<file path="config.mk">
export PLATFORM = sky130hd
export DESIGN_NAME = sensor_calib_sequencer
export DESIGN_NICKNAME = d
export VERILOG_FILES = /design/src/rtl/sensor_calib_sequencer.sv
export SDC_FILE = /design/constraint.sdc
export NUM_CORES = 1
export LEC_CHECK = 0
export ABC_AREA = 1
export ABC_CLOCK_PERIOD_IN_PS = 8600
export BUFFER_PORTS_ARGS = -buffer_cell sky130_fd_sc_hd__buf_2
export CAP_MARGIN = 40
export CELL_PAD_IN_SITES_DETAIL_PLACEMENT = 2
export CELL_PAD_IN_SITES_GLOBAL_PLACEMENT = 2
export CORE_MARGIN = 10
export CORE_UTILIZATION = 39
export DETAILED_ROUTE_END_ITERATION = 6
export PLACE_DENSITY_LB_ADDON = 0.1
export REMOVE_ABC_BUFFERS = 1
export SLEW_MARGIN = 20
export SYNTH_ARGS = -nofsm -noshare
export SYNTH_HDL_FRONTEND = slang
export SYNTH_SLANG_ARGS = --single-unit
</file>
<file path="constraint.sdc">
create_clock -name clk -period 8.6 [get_ports clk]
set_input_delay 1.72 -clock clk [delete_from_list [all_inputs] [get_ports clk]]
set_output_delay 1.72 -clock clk [all_outputs]
set_load 0.01 [all_outputs]
</file>
<file path="src/rtl/sensor_calib_sequencer.sv">
// Per-channel offset/gain calibration sequencer reading coefficients from RAM port 2.
// Optional clamping of the result to 0..65535 when CALIB_SATURATE_EN is defined.
module sensor_calib_sequencer #(
    parameter int unsigned NUM_CH    = 80,
    parameter int unsigned GAIN_FRAC = 14
) (
    input  logic        clk,
    input  logic        reset_n,
    input  logic        s_valid,
    output logic        s_ready,
    input  logic [15:0] s_data,
    input  logic        s_sof,
    output logic        m_valid,
    input  logic        m_ready,
    output logic [15:0] m_data,
    output logic        m_sof,
    output logic [7:0]  ram_address,
    output logic        ram_chipselect,
    output logic        ram_write,
    input  logic [15:0] ram_readdata,
    output logic        frame_err
);

    localparam int unsigned CH_W = (NUM_CH > 1) ? $clog2(NUM_CH) : 1;

    typedef enum logic [2:0] {
        StIdle,
        StRdOfs,
        StRdGain,
        StCalc,
        StOut
    } state_e;

    state_e            r_state;
    state_e            w_state_d;
    logic [CH_W-1:0]   r_ch;
    logic              r_started;
    logic [15:0]       r_sample;
    logic [15:0]       r_offset;
    logic              r_m_valid;
    logic [15:0]       r_m_data;
    logic              r_m_sof;
    logic              r_frame_err;

    logic              w_accept;
    logic              w_ch_zero;
    logic              w_err;
    logic [CH_W-1:0]   w_ch_res;
    logic [CH_W-1:0]   w_ch_next;
    logic [7:0]        w_base;
    logic signed [16:0] w_diff;
    logic signed [33:0] w_prod;
    logic signed [33:0] w_res;
    logic [15:0]       w_res16;

    assign w_accept  = (r_state == StIdle) && s_valid;
    assign w_ch_zero = (r_ch == '0);
    // A sof away from ch0 is a short frame; a missing sof at ch0 after a wrap is a long frame.
    assign w_err     = s_sof ? !w_ch_zero : (w_ch_zero && r_started);
    assign w_ch_res  = s_sof ? '0 : r_ch;
    assign w_ch_next = (r_ch == CH_W'(NUM_CH - 1)) ? '0 : r_ch + CH_W'(1);
    assign w_base    = 8'({r_ch, 1'b0});

    assign w_diff = signed'({1'b0, r_sample}) - signed'({1'b0, r_offset});
    assign w_prod = w_diff * signed'({1'b0, ram_readdata});
    assign w_res  = w_prod >>> GAIN_FRAC;

`ifdef CALIB_SATURATE_EN
    always_comb begin
        w_res16 = 16'(w_res);
        if (w_res < 34'sd0) begin
            w_res16 = 16'h0000;
        end else if (w_res > 34'sd65535) begin
            w_res16 = 16'hFFFF;
        end
    end
`else
    assign w_res16 = 16'(w_res);
`endif

    always_comb begin
        w_state_d      = r_state;
        ram_chipselect = 1'b0;
        ram_address    = 8'd0;
        unique case (r_state)
            StIdle: begin
                if (s_valid) begin
                    w_state_d = StRdOfs;
                end
            end
            StRdOfs: begin
                ram_chipselect = 1'b1;
                ram_address    = w_base;
                w_state_d      = StRdGain;
            end
            StRdGain: begin
                ram_chipselect = 1'b1;
                ram_address    = w_base | 8'd1;
                w_state_d      = StCalc;
            end
            StCalc: begin
                w_state_d = StOut;
            end
            StOut: begin
                if (m_ready) begin
                    w_state_d = StIdle;
                end
            end
            default: w_state_d = StIdle;
        endcase
    end

    always_ff @(posedge clk or negedge reset_n) begin
        if (!reset_n) begin
            r_state     <= StIdle;
            r_ch        <= '0;
            r_started   <= 1'b0;
            r_sample    <= 16'd0;
            r_offset    <= 16'd0;
            r_m_valid   <= 1'b0;
            r_m_data    <= 16'd0;
            r_m_sof     <= 1'b0;
            r_frame_err <= 1'b0;
        end else begin
            r_state     <= w_state_d;
            r_frame_err <= 1'b0;
            if (w_accept) begin
                r_sample    <= s_data;
                r_ch        <= w_ch_res;
                r_frame_err <= w_err;
                r_started   <= 1'b1;
            end
            if (r_state == StRdGain) begin
                r_offset <= ram_readdata;
            end
            // ram_readdata carries the gain during StCalc.
            if (r_state == StCalc) begin
                r_m_data  <= w_res16;
                r_m_sof   <= w_ch_zero;
                r_m_valid <= 1'b1;
            end
            if ((r_state == StOut) && m_ready) begin
                r_m_valid <= 1'b0;
                r_ch      <= w_ch_next;
            end
        end
    end

    assign s_ready   = (r_state == StIdle) && reset_n;
    assign m_valid   = r_m_valid;
    assign m_data    = r_m_data;
    assign m_sof     = r_m_sof;
    assign frame_err = r_frame_err;
    assign ram_write = 1'b0;

endmodule

</file>
== Word level (Yosys, flattened, before mapping) ==
Index checks and enable logic that the tools add are counted.

* Register bits after elaboration: 62
* Input port bits: 37
* Logic and storage cells: 45

* Add/sub/neg operators: 2
* Multipliers: 1
* Eq/ne operators: 7
* Muxes and demuxes: 13
* Reduce and logical (&&, ||, !) cells: 13

{| class="wikitable"
|+ Operators with widths
! cell !! count
|-
| $mul 17x17->30 || 1
|-
| $mux 7 || 4
|-
| $sub 16x16->17 || 1
|-
| $pmux 8 s2 || 1
|-
| $pmux 3 s5 || 1
|-
| $add 7x1->7 const B || 1
|-
| $eq 7x7->1 const B || 1
|-
| $logic_not 7->1 || 1
|-
| $eq 3x2->1 const B || 2
|-
| $mux 3 || 2
|-
| $reduce_bool 2->1 || 3
|-
| $mux 1 || 5
|-
| $logic_and 1x1->1 || 4
|-
| $ne 2x2->1 const B || 2
|-
| $reduce_and 2->1 || 2
|-
| $eq 3x1->1 const B || 1
|-
| $eq 3x3->1 const B || 1
|-
| $logic_not 3->1 || 1
|-
| $reduce_or 2->1 || 1
|-
| $logic_not 1->1 || 1
|}

== Logic depth before layout (Yosys ltp) ==
Gate-level depths: netlist of the first run.

* Word-level depth: 4
* Gate-level depth with buffers: 44

== Worst setup path after synthesis of the first run ==
OpenSTA, ideal clock, no wires.

* Path kind: input to register
* Start: input port ram_readdata[5]
* End: register r_m_data[7] (netlist: m_data[7])
* Data arrival time: 6943 ps
* Required time: 8472 ps
* Slack: 1529 ps
* Stages on the path: 27
* Path buffers: 2
* Cell sequence: clkbuf_1 > inv_1 > clkbuf_1 > nor2_1 > fa_1 > inv_1 > fa_1 > inv_1 > fa_1 > inv_1 > fa_1 > inv_1 > fa_1 > inv_1 > fa_1 > inv_1 > ha_1 > nand2_1 > nor2_1 > nand3_1 > nand3_1 > a21oi_1 > o21ai_1 > inv_1 > o21ai_0 > xnor2_1 > o21ai_0

* Cells in the longest elaborated chain, start to end: 1

{| class="wikitable"
|+ Ends and longest elaborated chain
! what !! RTL line !! text
|-
| from (decl) || 20 || <nowiki>input logic [15:0] ram_readdata,</nowiki>
|-
| $mul 17x17->30 || 65 || <nowiki>assign w_prod = w_diff * signed'({1'b0, ram_readdata});</nowiki>
|-
| to (signal assigned) || 138 || <nowiki>r_m_data <= w_res16;</nowiki>
|-
| to (decl) || 41 || <nowiki>logic [15:0] r_m_data;</nowiki>
|}

Every way passes these cells.
A chain may end at the register's enable or synchronous reset.

== Worst setup path after layout of the first run ==
* Start: register r_sample[2]
* End: register r_m_data[7] (netlist: m_data[7])

* Cells in the longest elaborated chain, start to end: 2

{| class="wikitable"
|+ Ends and longest elaborated chain
! what !! RTL line !! text
|-
| from (decl) || 38 || <nowiki>logic [15:0] r_sample;</nowiki>
|-
| from (signal assigned) || 128 || <nowiki>r_sample <= s_data;</nowiki>
|-
| $sub 16x16->17 || 64 || <nowiki>assign w_diff = signed'({1'b0, r_sample}) - signed'({1'b0, r_offset});</nowiki>
|-
| $mul 17x17->30 || 65 ||
|}

Every way passes these cells.

==> results of run 1 <==
## synthesized netlist by cell type, drive strengths merged
library cell / count / area share
a211oi: 1 / 0.00059
dfrtp: 62 / 0.12
nand3: 59 / 0.024
inv: 399 / 0.12
fa: 249 / 0.39
clkinv: 3 / 0.00088
xnor2: 8 / 0.0055
ha: 94 / 0.092
o21ai: 45 / 0.018
a31o: 1 / 0.00069
o21bai: 3 / 0.0018
nor2: 160 / 0.047
mux2: 14 / 0.012
a21o: 3 / 0.0018
nor3: 11 / 0.0043
nor4: 5 / 0.0025
nand4: 2 / 0.00098
o32ai: 1 / 0.00069
a31oi: 9 / 0.0044
clkbuf: 39 / 0.012
or2: 18 / 0.0088
o22ai: 1 / 0.00049
conb: 1 / 0.00029
o211ai: 5 / 0.0029
xor2: 8 / 0.0055
a21boi: 1 / 0.00059
a21oi: 50 / 0.020
nand2: 322 / 0.095
o21a: 1 / 0.00059
nand3b: 6 / 0.0035
buf: 3 / 0.0013
## sequential cells by signal, indices dropped and copies added, names as in the netlist
register,count
m_data,16
r_offset,16
r_sample,16
r_ch,7
r_state,3
frame_err,1
m_sof,1
m_valid,1
r_started,1
## final timing paths
check                                           end               startpoint  depth (start not counted)
max                           m_data[7]$_DFFE_PN0P_  r_sample[2]$_DFFE_PN0P_                         33
min                           m_data[8]$_DFFE_PN0P_    m_data[8]$_DFFE_PN0P_                          2
max reg2reg                   m_data[7]$_DFFE_PN0P_  r_sample[2]$_DFFE_PN0P_                         33
min reg2reg                   m_data[8]$_DFFE_PN0P_    m_data[8]$_DFFE_PN0P_                          2
max in group asynchronous  r_offset[11]$_DFFE_PN0N_                  reset_n                          2
min in group asynchronous  r_sample[12]$_DFFE_PN0P_                  reset_n                          1
## kinds of logic (layout without fill, tap and decap cells)
kind of cell             Yosys count  count (layout)  share of synthesized area
AND/OR/NAND/NOR                  583             583                      0.186
buffers and inverters            444             497                      0.132
adder cells (fa/ha/maj)          343             343                      0.484
AO/OA/AOI/OAI                    121             121                     0.0519
flip-flops                        62              62                      0.122
XOR/XNOR                          16              16                     0.0110
multiplexers                      14              14                     0.0124
other                              1               1                   0.000295
## per-layer routing
metal / routed length (um) / part of all wire / global-route usage
met1: 18700 / 0.41 / 0.279
met2: 23900 / 0.53 / 0.429
met3: 1380 / 0.030 / 0.0266
met4: 1360 / 0.030 / 0.0730
met5: 0 / 0 / 0
## layout make-up
cell class | count | share of cell area
inverter | 402 | 0.109
multi-input combinational | 1078 | 0.684
sequential | 62 | 0.112
clock inverter | 6 | 0.00675
tap | 442 | 0.0398
timing repair buffer | 79 | 0.0314
clock buffer | 10 | 0.0172
## tightest hold or removal path, delay by kind of cell (launching register included)
| kind | cells | cell delay [ps] |
|---|---|---|
| DFF | 1 | 340 |
| and+or+nand+nor | 2 | 110 |
## stage by stage
stage	cell area (um^2)	setup WS [ps]	hold slack (ps)	instances	util
3_5_place_dp	13600	217	465	2063	0.419
3_3_place_gp	13500	438	459	2062	0.418
2_1_floorplan	12600	1850	435	1542	-
6_report	13900	501	476	2079	0.429
4_1_cts	13900	185	483	2079	0.429
5_1_grt	13900	2.55	505	2079	0.429
==> results.ini, run 1 <==
[yosys]
synthDistinctLibCells=38
synth_area_um2=12700
yosysWarnings=0
syn_inst=1584
yosysSeqAreaShare=0.122
synth-seq-cells=62
synth.avg_cell_area_um2=8.03

[global_routing]
grt_usage=0.234
grt_max_degree=40
grt_pass1_wl_um=72900
grt.overflow.total=0
grt_pass1_vias=12900
antenna_found_initial=0

[clock_network]
clkLatencyLatePin_ps=360
cts_root_buf=clkbuf_16
cts_tree=done
cts_hold_buffers=0
cts_sinks=62
htreeDepth=3
cts.clk_slew.worst_paths_ps=70
clk_path_buf_depth=2
cts_made_buffers=9
post_cts_buffers=0
post_cts_resized=0

[critical_path]
worst_path_most_repeated_cell=inv_1
cp_max_fo=9
crit_buf_inv=8
cp_slowest_cell=fa_1
critPathTopFamily=adder cells
r2r_setup_slack_ps=500
critPathCaptureType=flip-flop
slowest_delay_ps=550
cp-start-kind=flip-flop
worst-setup-path-type=reg2reg
cp_data_required_time_ps=8800
arrival_ps=8290

[detailed_routing]
drtIter0Drc=620
vias=10600
final_antenna_net_count=0
drt_pass1_iterations=6
vias_per_cell=5.09
drcViolationCount=0
wl_per_cell_um=21.8
totalWireLength_um=45300

[sta]
finalSetupViolations=0
fin_crit_ps=8100
clock_skew_ps=9.41
post-route-period-util=0.942
slew_viol_final=0
rsz0062_at_grt=no
hold_viol=0
tightest_slew_ps=734
final.setup.tns_ps=0
maxSlewHeadroom=0.509
fmax_mhz=123

[die]
row_count=66
initial_core_util=0.393
io_pins=67
die_area_um2=40300
core_um2=32400
die_w_um=201
die_h_um=201

[cells_and_area]
layout-drive-gt1-share=0.0849
fillers=3740
multiInputGateArea_um2=9510
final_common_cell=inv_1
diodes=0
syn2layout_area_growth_pct=9.21
fin_nets=2012
most-common-layout-cells=397 x inv_1, 318 x nand2_1, 249 x fa_1
regArea_um2=1550

[placed_design]
dp_hpwl_um=37700
numPortBuffers=65
gp_congestion=0.891

[worst_hold_path]
hp-class=reg2reg

[run_status]
status=completed

[job]
drv_cap=0

Power of run 1 is left out: the tool's default activity adds up to more than one toggle a clock period on the data nets, which glitch-free logic cannot reach.
==> run 2: changes to the inputs <==
BUFFER_PORTS_ARGS = -buffer_cell sky130_fd_sc_hd__buf_4   (was -buffer_cell sky130_fd_sc_hd__buf_2)
==> results.ini, run 2 (same netlist as run 1, synthesis figures left out) <==
[sta]
rsz0062_at_grt=no
final.setup.tns_ps=0
clock_skew_ps=13.7
fin_crit_ps=8020
slew_viol_final=0
post-route-period-util=0.932
maxSlewHeadroom=0.469
finalSetupViolations=0
tightest_slew_ps=791
hold_viol=0
timing.hold.ws_ps=479
fmax_mhz=125

[cells_and_area]
diodes=0
fin_nets=2011
most-common-layout-cells=397 x inv_1, 318 x nand2_1, 249 x fa_1
utilization=0.434
fillers=3771
syn2layout_area_growth_pct=10.4
final_common_cell=inv_1
layout-drive-gt1-share=0.0850

[clock_network]
cts.clk_slew.worst_paths_ps=70
cts_tree=done
clkLatencyLatePin_ps=370
cts_sinks=62
clk_path_buf_depth=2
cts_root_buf=clkbuf_16
htreeDepth=3
cts_made_buffers=9
cts_hold_buffers=0

[worst_hold_path]
hold_end=r_started$_DFFE_PN0P_
hp-class=reg2reg
min_from=r_started$_DFFE_PN0P_
hold_depth=2

[global_routing]
grt_max_degree=39
grt.overflow.total=0
antenna_found_initial=0
grt_usage=0.227
grt_pass1_vias=12800
grt_pass1_wl_um=71000

[die]
initial_core_util=0.393
die_h_um=201
die_w_um=201
die_area_um2=40300
io_pins=67
row_count=66
core_um2=32400

[critical_path]
reg2reg_to=m_data[7]$_DFFE_PN0P_
critPathCaptureType=flip-flop
worst-setup-path-type=reg2reg
cp_data_required_time_ps=8810
cp_slowest_cell=fa_1
arrival_ps=8230
r2r_setup_slack_ps=580
r2r-start=r_offset[0]$_DFFE_PN0N_
cp-start-kind=flip-flop
worst_path_most_repeated_cell=inv_1
cp_max_fo=10
slowest_delay_ps=550
reg2reg_depth=35

[detailed_routing]
drt_pass1_iterations=5
vias_per_cell=5.13
drtIter0Drc=555
vias=10700
wl_per_cell_um=21.2
totalWireLength_um=44200
final_antenna_net_count=0
drcViolationCount=0

[placed_design]
dp_hpwl_um=36200
gp_congestion=0.901
numPortBuffers=65

[run_status]
status=completed

[job]
drv_cap=0

[run 2: changes by cell type in the layout (fill, tap and decap cells not counted)]
| cell | before | now |
|---|---|---|
| o21ai_2 | 0 | 1 |
| clkinv_2 | 0 | 1 |
| inv_8 | 0 | 1 |
| inv_6 | 1 | 3 |
| buf_4 | 14 | 77 |
| clkinv_4 | 2 | 0 |
| buf_2 | 64 | 0 |
| clkbuf_8 | 1 | 0 |
| clkinvlp_4 | 2 | 1 |
| o21ai_1 | 2 | 1 |
[run 2: worst max-delay path by stage]
stage,startpoint,endpoint,depth (start not counted)
2_1_floorplan,ram_readdata[5],m_data[7]$_DFFE_PN0P_,25
4_1_cts,r_sample[2]$_DFFE_PN0P_,m_data[7]$_DFFE_PN0P_,33
3_5_place_dp,r_sample[2]$_DFFE_PN0P_,m_data[7]$_DFFE_PN0P_,33
6_report,r_offset[0]$_DFFE_PN0N_,m_data[7]$_DFFE_PN0P_,35
3_3_place_gp,r_sample[2]$_DFFE_PN0P_,m_data[7]$_DFFE_PN0P_,33
5_1_grt,r_sample[0]$_DFFE_PN0P_,m_data[7]$_DFFE_PN0P_,36
[run 2: cell type report]
| cell class | instances | area [um^2] | area share |
|---|---|---|---|
| tap | 442 | 553 | 0.0394 |
| inverter | 402 | 1510 | 0.108 |
| multi-input combinational | 1078 | 9520 | 0.677 |
| clock inverter | 7 | 103 | 0.00730 |
| timing repair buffer | 78 | 589 | 0.0419 |
| clock buffer | 9 | 225 | 0.0160 |
| sequential | 62 | 1550 | 0.110 |
[run 2: stage by stage]
| step | std cells | setup WS (ps) | cell area [um^2] |
|---|---|---|---|
| 2_1_floorplan | 1542 | 1850 | 12600 |
| 3_3_place_gp | 2058 | 530 | 13700 |
| 3_5_place_dp | 2059 | 254 | 13700 |
| 4_1_cts | 2075 | 216 | 14000 |
| 5_1_grt | 2078 | 66.6 | 14100 |
| 6_report | 2078 | 585 | 14100 |
[run 2: metal layers]
| metal | up-vias | routed length (um) | GRT usage | share of wire |
|---|---|---|---|---|
| li1 | 4754 | - | - | - |
| met1 | 5627 | 18100 | 0.268 | 0.41 |
| met2 | 193 | 23000 | 0.412 | 0.52 |
| met3 | 78 | 1320 | 0.0258 | 0.030 |
| met4 | 0 | 1740 | 0.0882 | 0.039 |
| met5 | - | 0 | 0 | 0 |
[run 2: worst max-delay path: cells and delay by family, from the launching register on]
kind,cells,cell delay (ps)
flip-flops,1,390
AO/OA/AOI/OAI,6,1020
buffers and inverters,10,970
adder cells (fa/ha/maj),9,4090
XOR/XNOR,1,140
AND/OR/NAND/NOR,9,1270
[run 2: timing repair]
| item | in CTS | in global routing |
|---|---|---|
| setup endpoints to repair | 0 | 6 |
| resized for setup | 0 | 5 |
| buffers inserted | 0 | 3 |
Power of run 2 is left out for the same reason.
==> run 3: changes to the inputs <==
MAX_ROUTING_LAYER = met4   (was not set)
==> results.ini, run 3 (same netlist as run 1, synthesis figures left out) <==
[global_routing]
grt.overflow.total=0
grt_pass1_vias=12800
antenna_found_initial=0
grt_pass1_wl_um=70800
met1_usage=0.269
met2_usage=0.419
top_usage_layer=met2
grt_usage=0.231
grtUsageMet3=0.0181
grt_max_degree=40

[detailed_routing]
final_antenna_net_count=0
drtIter0Drc=451
vias=10600
wl_per_cell_um=21.1
drcViolationCount=0
drt_pass1_iterations=5
vias_per_cell=5.11
totalWireLength_um=43800

[die]
io_pins=67
row_count=66
die_w_um=201
die_area_um2=40300
core_um2=32400
initial_core_util=0.393
die_h_um=201

[job]
drv_cap=0

[critical_path]
slowest_delay_ps=540
cp_data_required_time_ps=8810
worst-setup-path-type=reg2reg
cp-start-kind=flip-flop
worst_path_most_repeated_cell=inv_1
cp_slowest_cell=fa_1
arrival_ps=8150
cp_max_fo=10
r2r-start=r_offset[0]$_DFFE_PN0N_
startpoint=r_offset[0]$_DFFE_PN0N_
critPathCaptureType=flip-flop

[cells_and_area]
fillers=3749
layout-drive-gt1-share=0.0855
most-common-layout-cells=397 x inv_1, 318 x nand2_1, 249 x fa_1
diodes=0
fin_nets=2012
syn2layout_area_growth_pct=10.6
final_common_cell=inv_1

[sta]
fin_crit_ps=7940
maxSlewHeadroom=0.477
slew_viol_final=0
clock_skew_ps=12.5
finalSetupViolations=0
fmax_mhz=126
setup_slack_ps=663
rsz0062_at_grt=no
final.setup.tns_ps=0
post-route-period-util=0.923
hold_viol=0
tightest_slew_ps=779

[placed_design]
numPortBuffers=65
gp_congestion=0.928
post-place-ws_ps=197
dp_hpwl_um=36500

[clock_network]
htreeDepth=3
cts_tree=done
cts.clk_slew.worst_paths_ps=70
cts_made_buffers=9
clk_path_buf_depth=2
clkLatencyLatePin_ps=360
cts_root_buf=clkbuf_16
cts_sinks=62

[worst_hold_path]
min_from=m_data[10]$_DFFE_PN0P_
hp-class=reg2reg

[run_status]
status=completed

-- run 3: routing by layer --
layer	wire, um	vias to the layer above
li1	-	4758
met1	18100	5621
met2	23500	185
met3	1200	51
met4	1040	0
met5	0	-
-- run 3: path summary, 6_finish.rpt --
path                       slack [ps]  cells past startpoint                  endpoint
min in group asynchronous        1280                      1  r_sample[15]$_DFFE_PN0P_
setup reg to reg                  660                     35     m_data[7]$_DFFE_PN0P_
hold / removal                    490                      2    m_data[10]$_DFFE_PN0P_
max in group asynchronous        6450                      2       r_ch[5]$_DFFE_PN0P_
setup / recovery                  660                     35     m_data[7]$_DFFE_PN0P_
hold reg to reg                   490                      2    m_data[10]$_DFFE_PN0P_
-- run 3: area by class of cell --
type                            count  area (um^2)  share of cell area
Clock buffer                        9          225              0.0160
Multi-Input combinational cell   1078         9520               0.676
Inverter                          402         1510               0.107
Sequential cell                    62         1550               0.110
Clock inverter                      7          128             0.00906
Timing Repair Buffer               79          597              0.0424
Tap cell                          442          553              0.0393
-- run 3: critical path, delay by kind of cell, from the launching register on --
family	cells	cell delay (ps)
adders and majority gates	9	4110
and+or+nand+nor	9	1150
AOI/OAI and AO/OA	6	980
buffers and inverters	10	970
DFF	1	400
xor gates and xnor gates	1	140
-- run 3: per-stage QoR --
| step | cell area, um^2 | hold slack, ps | std cells | utilization |
|---|---|---|---|---|
| 2_1_floorplan | 12600 | 435 | 1542 | - |
| 3_3_place_gp | 13700 | 466 | 2058 | 0.422 |
| 3_5_place_dp | 13700 | 476 | 2059 | 0.423 |
| 4_1_cts | 14000 | 493 | 2075 | 0.434 |
| 5_1_grt | 14100 | 506 | 2079 | 0.435 |
| 6_report | 14100 | 485 | 2079 | 0.435 |
-- run 3: timing repair --
| item | CTS | global route |
|---|---|---|
| hold buffers | 0 | 0 |
| gates resized for setup | 0 | 5 |
| setup endpoints to repair | 0 | 7 |
| setup buffers | 0 | 4 |
Power of run 3 is left out for the same reason.
